File: config.mk
export PLATFORM = sky130hd
export DESIGN_NAME = svc_rv_sram_arbiter
export DESIGN_NICKNAME = d
export VERILOG_FILES = /design/src/rtl/svc_rv_sram_arb_pkg.sv /design/src/rtl/svc_rr_arbiter.sv /design/src/rtl/svc_rv_sram_arbiter.sv
export SDC_FILE = /design/constraint.sdc
export NUM_CORES = 1
export LEC_CHECK = 0
export ABC_CLOCK_PERIOD_IN_PS = 4400
export BUFFER_PORTS_ARGS = -buffer_cell sky130_fd_sc_hd__buf_2
export CAP_MARGIN = 15
export CORE_AREA = 5 5 144 146
export DETAILED_ROUTE_END_ITERATION = 6
export DIE_AREA = 0 0 149 151
export HOLD_SLACK_MARGIN = 0.12
export RECOVER_POWER = 100
export SETUP_SLACK_MARGIN = 0.5
export SYNTH_ARGS = -nofsm -noshare
export SYNTH_HDL_FRONTEND = slang
export SYNTH_SLANG_ARGS = --single-unit
File: constraint.sdc
create_clock -name clk -period 4.4 [get_ports clk]
set_input_delay 0.44 -clock clk [delete_from_list [all_inputs] [get_ports clk]]
set_output_delay 0.44 -clock clk [all_outputs]
set_load 0.05 [all_outputs]
File: src/rtl/svc_rv_sram_arb_pkg.sv
// Shared types and helpers for the round-robin SRAM arbiter.
package svc_rv_sram_arb_pkg;

  localparam int unsigned MAX_M = 8;

  typedef logic [2:0] m_id_t;

  function automatic m_id_t rr_next(input m_id_t ptr, input int unsigned n);
    int unsigned nxt;
    nxt = 32'(ptr) + 32'd1;
    if (nxt >= n) nxt = 0;
    return m_id_t'(nxt);
  endfunction

endpackage

File: src/rtl/svc_rr_arbiter.sv
// Round-robin arbiter: one-hot grant searching upward from the priority pointer,
// which advances past the granted requester on accept.
module svc_rr_arbiter
  import svc_rv_sram_arb_pkg::*;
#(
  parameter int unsigned N = 2
) (
  input  logic         clk,
  input  logic         rst,
  input  logic [N-1:0] req,
  input  logic         accept,
  output logic [N-1:0] grant,
  output m_id_t        grant_id
);

  m_id_t pri_ptr_q;
  logic  found;

  // First pass covers [pri_ptr, N), second pass wraps to [0, pri_ptr).
  always_comb begin
    grant    = '0;
    grant_id = '0;
    found    = 1'b0;
    for (int i = 0; i < int'(N); i++) begin
      if (!found && req[i] && (m_id_t'(i) >= pri_ptr_q)) begin
        found    = 1'b1;
        grant[i] = 1'b1;
        grant_id = m_id_t'(i);
      end
    end
    for (int i = 0; i < int'(N); i++) begin
      if (!found && req[i]) begin
        found    = 1'b1;
        grant[i] = 1'b1;
        grant_id = m_id_t'(i);
      end
    end
  end

  always_ff @(posedge clk) begin
    if (rst) begin
      pri_ptr_q <= '0;
    end else if (accept) begin
      pri_ptr_q <= rr_next(grant_id, N);
    end
  end

endmodule

File: src/rtl/svc_rv_sram_arbiter.sv
// Shares one SRAM port (registered read, strobed write) between NUM_M requesters.
// Optional per-requester wait counters: define SVC_RV_SRAM_ARB_STATS_EN.
module svc_rv_sram_arbiter
  import svc_rv_sram_arb_pkg::*;
#(
  parameter int unsigned NUM_M = 2,
  parameter int unsigned AW    = 32,
  parameter int unsigned DW    = 32
) (
  input  logic                  clk,
  input  logic                  rst,
  input  logic [NUM_M-1:0]      m_valid,
  output logic [NUM_M-1:0]      m_ready,
  input  logic [NUM_M-1:0]      m_write,
  input  logic [NUM_M*AW-1:0]   m_addr,
  input  logic [NUM_M*DW-1:0]   m_wdata,
  input  logic [NUM_M*DW/8-1:0] m_wstrb,
  output logic [NUM_M-1:0]      m_rvalid,
  output logic [DW-1:0]         m_rdata,
  output logic [AW-1:0]         sram_rd_addr,
  input  logic [DW-1:0]         sram_rd_data,
  output logic                  sram_wr_en,
  output logic [AW-1:0]         sram_wr_addr,
  output logic [DW-1:0]         sram_wr_data,
  output logic [DW/8-1:0]       sram_wr_strb,
  output logic [NUM_M*32-1:0]   stat_wait
);

  localparam int unsigned SW = DW / 8;

  logic [NUM_M-1:0] req;
  logic [NUM_M-1:0] grant;
  m_id_t            grant_id;
  logic             accept;
  logic             acc_rd;
  logic             acc_wr;

  logic             sel_write;
  logic [AW-1:0]    sel_addr;
  logic [DW-1:0]    sel_wdata;
  logic [SW-1:0]    sel_wstrb;

  logic             rd_pend_q;
  m_id_t            rd_owner_q;
  logic [AW-1:0]    rd_addr_q;
  logic             rvalid;

  // Reset masks requests so nothing is granted while rst is high.
  assign req = rst ? '0 : m_valid;

  svc_rr_arbiter #(
    .N (NUM_M)
  ) u_arb (
    .clk      (clk),
    .rst      (rst),
    .req      (req),
    .accept   (accept),
    .grant    (grant),
    .grant_id (grant_id)
  );

  assign m_ready = grant;
  assign accept  = |grant;

  always_comb begin
    sel_write = 1'b0;
    sel_addr  = '0;
    sel_wdata = '0;
    sel_wstrb = '0;
    for (int i = 0; i < int'(NUM_M); i++) begin
      if (grant[i]) begin
        sel_write = m_write[i];
        sel_addr  = m_addr[i*AW +: AW];
        sel_wdata = m_wdata[i*DW +: DW];
        sel_wstrb = m_wstrb[i*SW +: SW];
      end
    end
  end

  assign acc_rd = accept & ~sel_write;
  assign acc_wr = accept & sel_write;

  always_ff @(posedge clk) begin
    if (rst) begin
      rd_pend_q  <= 1'b0;
      rd_owner_q <= '0;
      rd_addr_q  <= '0;
    end else begin
      rd_pend_q <= acc_rd;
      if (acc_rd) begin
        rd_owner_q <= grant_id;
        rd_addr_q  <= sel_addr;
      end
    end
  end

  // Read address parks on the last read so the SRAM output stays quiet when idle.
  assign sram_rd_addr = rst ? '0 : (acc_rd ? sel_addr : rd_addr_q);
  assign sram_wr_en   = acc_wr;
  assign sram_wr_addr = sel_addr;
  assign sram_wr_data = sel_wdata;
  assign sram_wr_strb = sel_wstrb;

  // A read in flight when rst asserts is dropped.
  assign rvalid  = rd_pend_q & ~rst;
  assign m_rdata = rvalid ? sram_rd_data : '0;

  always_comb begin
    m_rvalid = '0;
    for (int i = 0; i < int'(NUM_M); i++) begin
      m_rvalid[i] = rvalid && (rd_owner_q == m_id_t'(i));
    end
  end

`ifdef SVC_RV_SRAM_ARB_STATS_EN
  for (genvar i = 0; i < int'(NUM_M); i++) begin : g_stat
    logic [31:0] wait_q;
    always_ff @(posedge clk) begin
      if (rst) begin
        wait_q <= '0;
      end else if (m_valid[i] && !m_ready[i] && (wait_q != '1)) begin
        wait_q <= wait_q + 32'd1;
      end
    end
    assign stat_wait[i*32 +: 32] = wait_q;
  end
`else
  assign stat_wait = '0;
`endif

endmodule

==> results of run 1 <==
==> cell type report <==
type / count / area, µm² / area share [%]
inverter: 2 / 7.51 / 0.155
tap: 265 / 332 / 6.85
multi-input combinational: 310 / 2200 / 45.6
sequential: 35 / 701 / 14.5
timing repair buffer: 315 / 1440 / 29.7
clock buffer: 8 / 156 / 3.23
antenna: 1 / 2.50 / 0.0517
==> placed cells by master, fill, tap and decap left out <==
master and count:
dfxtp_1 35, conb_1 64, mux2_1 8, nor3_1 1
clkbuf_1 122, buf_2 190, clkbuf_16 5, nor3b_2 1
a21o_1 1, a32oi_4 1, nand2b_1 1, and2_1 33
clkbuf_8 2, a21oi_1 1, o21ai_0 1, and2b_1 15
mux2_4 2, a21boi_2 1, nor2_1 3, a211oi_1 1
a32o_1 32, inv_1 2, and2_0 1, diode_2 1
a22o_1 37, nor2b_1 83, buf_4 4, and3b_1 1
mux2_2 22
==> worst min path at each step <==
stage	startpoint	endpoint	slack [ns]	depth (start not counted)
2_1_floorplan	u_arb.pri_ptr_q[0]	u_arb.pri_ptr_q[0]	0.51	2
3_3_place_gp	u_arb.pri_ptr_q[0]	u_arb.pri_ptr_q[0]	0.55	2
3_5_place_dp	u_arb.pri_ptr_q[0]	u_arb.pri_ptr_q[0]	0.55	2
4_1_cts	m_valid[0]	rd_owner_q[0]	0.37	2
5_1_grt	m_valid[0]	rd_owner_q[0]	0.37	2
6_report	m_valid[0]	rd_owner_q[0]	0.37	2
==> power by group through the flow <==
stage	registers, mW	logic [mW]	clock network [mW]
after floorplan	0.342	0.563	0
after global placement	0.344	0.678	0
after detailed placement	0.344	0.680	0
after CTS	0.337	0.682	0.421
after global routing	0.339	0.697	0.438
final	0.337	0.661	0.395
==> flip-flops by register name (all words and copies together), names as in the netlist <==
register,flops
rd_addr_q,32
rd_pend_q,1
rd_owner_q,1
u_arb.pri_ptr_q,1
==> per-layer routing <==
metal	wire length [µm]	vias up	track usage, %
li1	-	1779	-
met1	5360	1643	13.6
met2	6270	213	17.9
met3	1620	11	4.28
met4	180	0	2.65
met5	0	-	0
==> kinds of logic after synthesis <==
logic type      synth area share, %
other cells                   0.112
flops                          20.9
mux                            11.4
buf+inv                        20.0
simple gates                   26.4
compound gates                 21.2
==> worst max-delay path: cells and delay by family <==
kind                   cells  cell delay [ns]
AO/OA/AOI/OAI              1             0.38
buffers and inverters      3             2.00
AND/OR/NAND/NOR            2             0.47
==> stage by stage <==
step,worst slack (ns),power [mW],utilization [%]
final,0.648,1.39,25.1
after global routing,0.449,1.47,25.1
after CTS,1.04,1.44,26.0
after detailed placement,1.04,1.02,25.2
after global placement,1.09,1.02,25.2
after floorplan,1.88,0.906,-
==> summary.md, run 1 <==
| Metric | Value |
|---|---|
| Status | `finished, violations left` |
| Failing checks | `capacitance limit, slew limit` |
| Area share of the largest cell type after synthesis | `20.9%` |
| Syn_area_per_cell | `8.72 µm²` |
| CP arrival | `3.31 ns` |
| Critical Path Source Type | `primary input` |
| CP endpoint | `sram_wr_data[0]` |
| Yosys warns | `0` |
| Clk buf depth | `2` |
| Cells after Synth | `384` |
| Residual DRC | `0` |
| Clock Tree Root | `clkbuf_16` |
| Top cell type by total area after synthesis | `dfxtp_1` |
| Worst-path cell chain | `buf_2, and2_0, nor3b_2, clkbuf_1, a22o_1, clkbuf_1` |
| Worst path slowest cell | `clkbuf_1` |
| Vias | `3646` |
| Reg-to-reg setup timing slack | `1.65 ns` |
| Fillers | `2248` |
| Dpl hpwl | `10.8 mm` |
| CTS H-tree depth | `2` |
| Finish-stage setup viols | `0` |
| Critical path fanouts, max | `38` |
| TNS Setup | `0 ns` |
| Initial DRC count | `65` |
| Leak Pwr | `2.33 nW` |
| Seq/Total Area, Yosys | `20.9%` |
| Fin crit share | `85.3%` |
| Slew Viols, Final | `73` |
| Clock Sink Count | `35` |
| CORE AREA | `0.0193 mm²` |
| Reg2Reg Capture Point | `rd_addr_q[20]` |
| PD cells | `288 mW/mm²` |
| Share of cells above drive strength 1 | `34.0%` |
| Quantity of hold-fixing buffers added after cts | `0` |
| Worst Tran Pin Value | `1.65 ns` |
| Fin area | `0.00484 mm²` |
| P_int | `0.734 mW` |
| Initial core utilization | `17.4%` |
| Worst Reg-to-Reg Cells | `4` |
| Worst reg2reg startpoint | `u_arb.pri_ptr_q[0]` |
| Std cell rows | `51` |
| Die area | `0.0225 mm²` |
| Placed Instance Area | `0.00486 mm²` |
| Synth area leaders | `dfxtp_1 (21%), nor2b_1 (16%), buf_4 (15%)` |
| Clk slew on worst S/H paths | `0.07 ns` |
| Max incr delay on CP | `1.15 ns` |
| CP Launch Point | `m_valid[1]` |
| Number of distinct library cells after synthesis | `27` |
| Clock network power share | `28.4%` |
| Mapped cell area | `0.00335 mm²` |
| Area Growth Syn to Fin | `44.5%` |
| Ys flop type | `dfxtp_1` |
| Yosys reg bits | `35` |
| RSZ-0062 raised after global routing | `no` |
| Largest net degree at the start of global routing | `61` |
| F_max | `267 MHz` |
| Slew HR | `-10.7%` |
| Top Ports | `375` |
| Top cells by count, synth | `nor2b_1 (83), buf_4 (65), a22o_1 (37)` |
| RePlAce Congestion | `0.823` |
| Final WL | `13.4 mm` |
| Max IR drop VDD | `110 µV` |
| Most used cell, CP | `clkbuf_1` |
| Req. time, crit path | `3.96 ns` |
| Top-count cell post-synth | `nor2b_1` |
| Crit end category | `primary output` |
| CTS tree | `yes` |
| Clk_skew | `0.0108 ns` |
| Clock buffer count from CTS | `5` |
| Hold WC Path Type | `primary input to flip-flop` |
| Initial antenna violation count | `0` |
| First-pass GRT wire length | `19.3 mm` |
| Vias in the first global route | `3459` |
| Count of final hold-check violations | `0` |
| Nets@finish | `843` |
| Async S/R FF share, synth | `0%` |
| GRT overflow | `0` |
| Sw power | `0.659 mW` |
| Later-pin clock latency in the skew report | `0.29 ns` |
| Hold WS | `0.373 ns` |
| Post-Layout Cell Count | `936` |
| Port buffer count | `310` |
| Remaining antenna violation count after routing | `0` |
| Sw Ratio | `47.3%` |
| Drt via density | `3.90` |
| CTS-repair resized insts | `0` |
| Min Tclk post-route | `3.75 ns` |
| Avg WL per Cell | `14.3 µm` |
| Number of flops mapped to enable cells by yosys | `0` |
| DIE WIDTH | `149 µm` |
| Placed Cells | `927` |
| Comb power frac | `47.5%` |
| Max-cap violations | `2` |
| Setup Crit Path Kind | `primary input to primary output` |
| Die Ht | `151 µm` |
| Flop pwr share | `24.2%` |
| Postcts setup bufs | `0` |
| Drt first pass iters | `4` |
| GRT Util Overall | `10.9%` |
Note: power is estimated with default switching activity, not from simulation.
==> run 2, diff against run 1 <==
- CELL_PAD_IN_SITES_DETAIL_PLACEMENT: unset -> 0
- CELL_PAD_IN_SITES_GLOBAL_PLACEMENT: unset -> 1
- CORE_AREA: 5 5 144 146 -> 5 5 143 145
- DIE_AREA: 0 0 149 151 -> 0 0 148 150
- PLACE_DENSITY_LB_ADDON: unset -> 0.1
==> summary.md, run 2 (synthesis gave the netlist of run 1 again) <==
| Metric | Value |
|---|---|
| Status | `finished, violations left` |
| Failing checks | `capacitance limit, slew limit` |
| F_max | `277 MHz` |
| Max-cap violations | `1` |
| Max IR drop VDD | `158 µV` |
| Slew Viols, Final | `38` |
| Hold WC Path Type | `primary input to flip-flop` |
| Quantity of hold-fixing buffers added after cts | `0` |
| Sw power | `0.644 mW` |
| Clk_skew | `0.00674 ns` |
| Min Tclk post-route | `3.61 ns` |
| Remaining antenna violation count after routing | `0` |
| Overall Power | `1.37 mW` |
| Most used cell, CP | `clkbuf_1` |
| Later-pin clock latency in the skew report | `0.29 ns` |
| GRT overflow | `0` |
| Initial core utilization | `17.5%` |
| Max FFs per register | `32` |
| Sw Ratio | `47.2%` |
| Req. time, crit path | `3.96 ns` |
| Area Growth Syn to Fin | `45.3%` |
| Port buffer count | `310` |
| Worst Tran Pin Value | `1.85 ns` |
| Clock network power share | `26.5%` |
| Initial DRC count | `85` |
| GRT Util Overall | `12.1%` |
| RSZ-0062 raised after global routing | `no` |
| Clk buf depth | `2` |
| CTS-repair resized insts | `0` |
| Drt first pass iters | `4` |
| Critical path fanouts, max | `37` |
| Worst-path cell chain | `clkbuf_1, clkbuf_1, a32oi_4, buf_4, mux2_1, buf_2` |
| Placed Cells | `901` |
| CP delay by family, top | `buffers and inverters` |
| CP arrival | `3.17 ns` |
| CTS H-tree depth | `2` |
| Clk slew on worst S/H paths | `0.06 ns` |
| Post-Layout Cell Count | `908` |
| Worst path slowest cell | `clkbuf_1` |
| Comb power frac | `48.8%` |
| Leading cell type in the layout, fill and taps excluded | `buf_2` |
| Vias in the first global route | `3552` |
| Max incr delay on CP | `1.35 ns` |
| Die Ht | `150 µm` |
| Top Ports | `375` |
| Clock Tree Root | `clkbuf_16` |
| Largest Register | `rd_addr_q` |
| Antenna cells | `0` |
| P_int | `0.721 mW` |
| Die area | `0.0222 mm²` |
| Critical Path Source Type | `primary input` |
| TNS Setup | `0 ns` |
| CP Buf/Inv Count | `4` |
| PD cells | `281 mW/mm²` |
| Flop pwr share | `24.7%` |
| First-pass GRT wire length | `20.9 mm` |
| CTS tree | `yes` |
| Setup Crit Path Kind | `primary input to primary output` |
| Crit end category | `primary output` |
| Finish-stage setup viols | `0` |
| CORE AREA | `0.0191 mm²` |
| Fin crit share | `82.0%` |
| Residual DRC | `0` |
| Final WL | `15.0 mm` |
| Initial antenna violation count | `1` |
| Slew HR | `-23.2%` |
| Clock Sink Count | `35` |
| Postcts setup bufs | `0` |
| Drt via density | `4.05` |
| Largest net degree at the start of global routing | `63` |
| Dpl hpwl | `12.2 mm` |
| Nets@finish | `844` |
| Clock buffer count from CTS | `5` |
| Std cell rows | `51` |
| Share of cells above drive strength 1 | `41.5%` |
| Most frequent cells in the layout | `buf_2 (245), nor2b_1 (83), clkbuf_1 (66)` |
| Avg WL per Cell | `16.5 µm` |
| Leak Pwr | `2.55 nW` |
| Vias | `3679` |
| DIE WIDTH | `148 µm` |
| Count of final hold-check violations | `0` |
| RePlAce Congestion | `0.789` |
run 2: changes by cell type in the layout (fill, tap and decap cells not counted), moves of 2 or more:
| cell | before | now |
|---|---|---|
| mux2_4 | 2 | 0 |
| buf_2 | 190 | 245 |
| clkbuf_1 | 122 | 66 |
| mux2_2 | 22 | 17 |
| mux2_1 | 8 | 15 |
run 2: layer usage:
layer	GRT usage [%]	up-vias	routed length, µm
li1	-	1775	-
met1	12.4	1691	5180
met2	22.2	201	7760
met3	6.21	10	1920
met4	2.49	2	141
met5	0	-	13
run 2: through the flow:
step                util [%]  setup slack (ns)  hold WS [ns]  cell area [µm²]
global route            25.5             0.562         0.403             4870
finish                  25.5             0.794         0.408             4870
global placement        25.3              1.46         0.556             4830
detailed placement      25.3              1.41         0.558             4830
floorplan                  -              1.88         0.507             3580
CTS                     26.1              1.17         0.387             4980
run 2: worst reg2reg max path: stages, from the launching register on:
cell and delay, ns:
dfxtp_1 0.36, nand2b_2 0.59, a32oi_4 0.39, buf_4 0.44, mux2_2 0.42
run 2: final timing paths:
check,startpoint,end,slack [ns],cells past startpoint
worst min register to register,rd_addr_q[6],rd_addr_q[6],0.56,2
worst min-delay path,m_valid[0],rd_owner_q[0],0.41,2
worst max-delay path,m_valid[1],sram_rd_addr[26],0.79,6
worst max register to register,u_arb.pri_ptr_q[0],rd_addr_q[31],2.08,4
run 2: layout make-up:
type	instances	area (µm²)
repair buffers	316	1510
fillers	2183	14200
clock inverters	1	5.00
multi-input cells	310	2210
flip-flops and latches	35	701
inverters	2	7.51
clock buffers	6	139
well taps	238	298
run 2: power by group through the flow:
stage	clock (mW)	combinational (mW)	sequential [mW]
3_5_place_dp	0	0.682	0.344
2_1_floorplan	0	0.563	0.342
3_3_place_gp	0	0.682	0.344
4_1_cts	0.385	0.684	0.337
5_1_grt	0.393	0.704	0.339
6_report	0.361	0.667	0.337
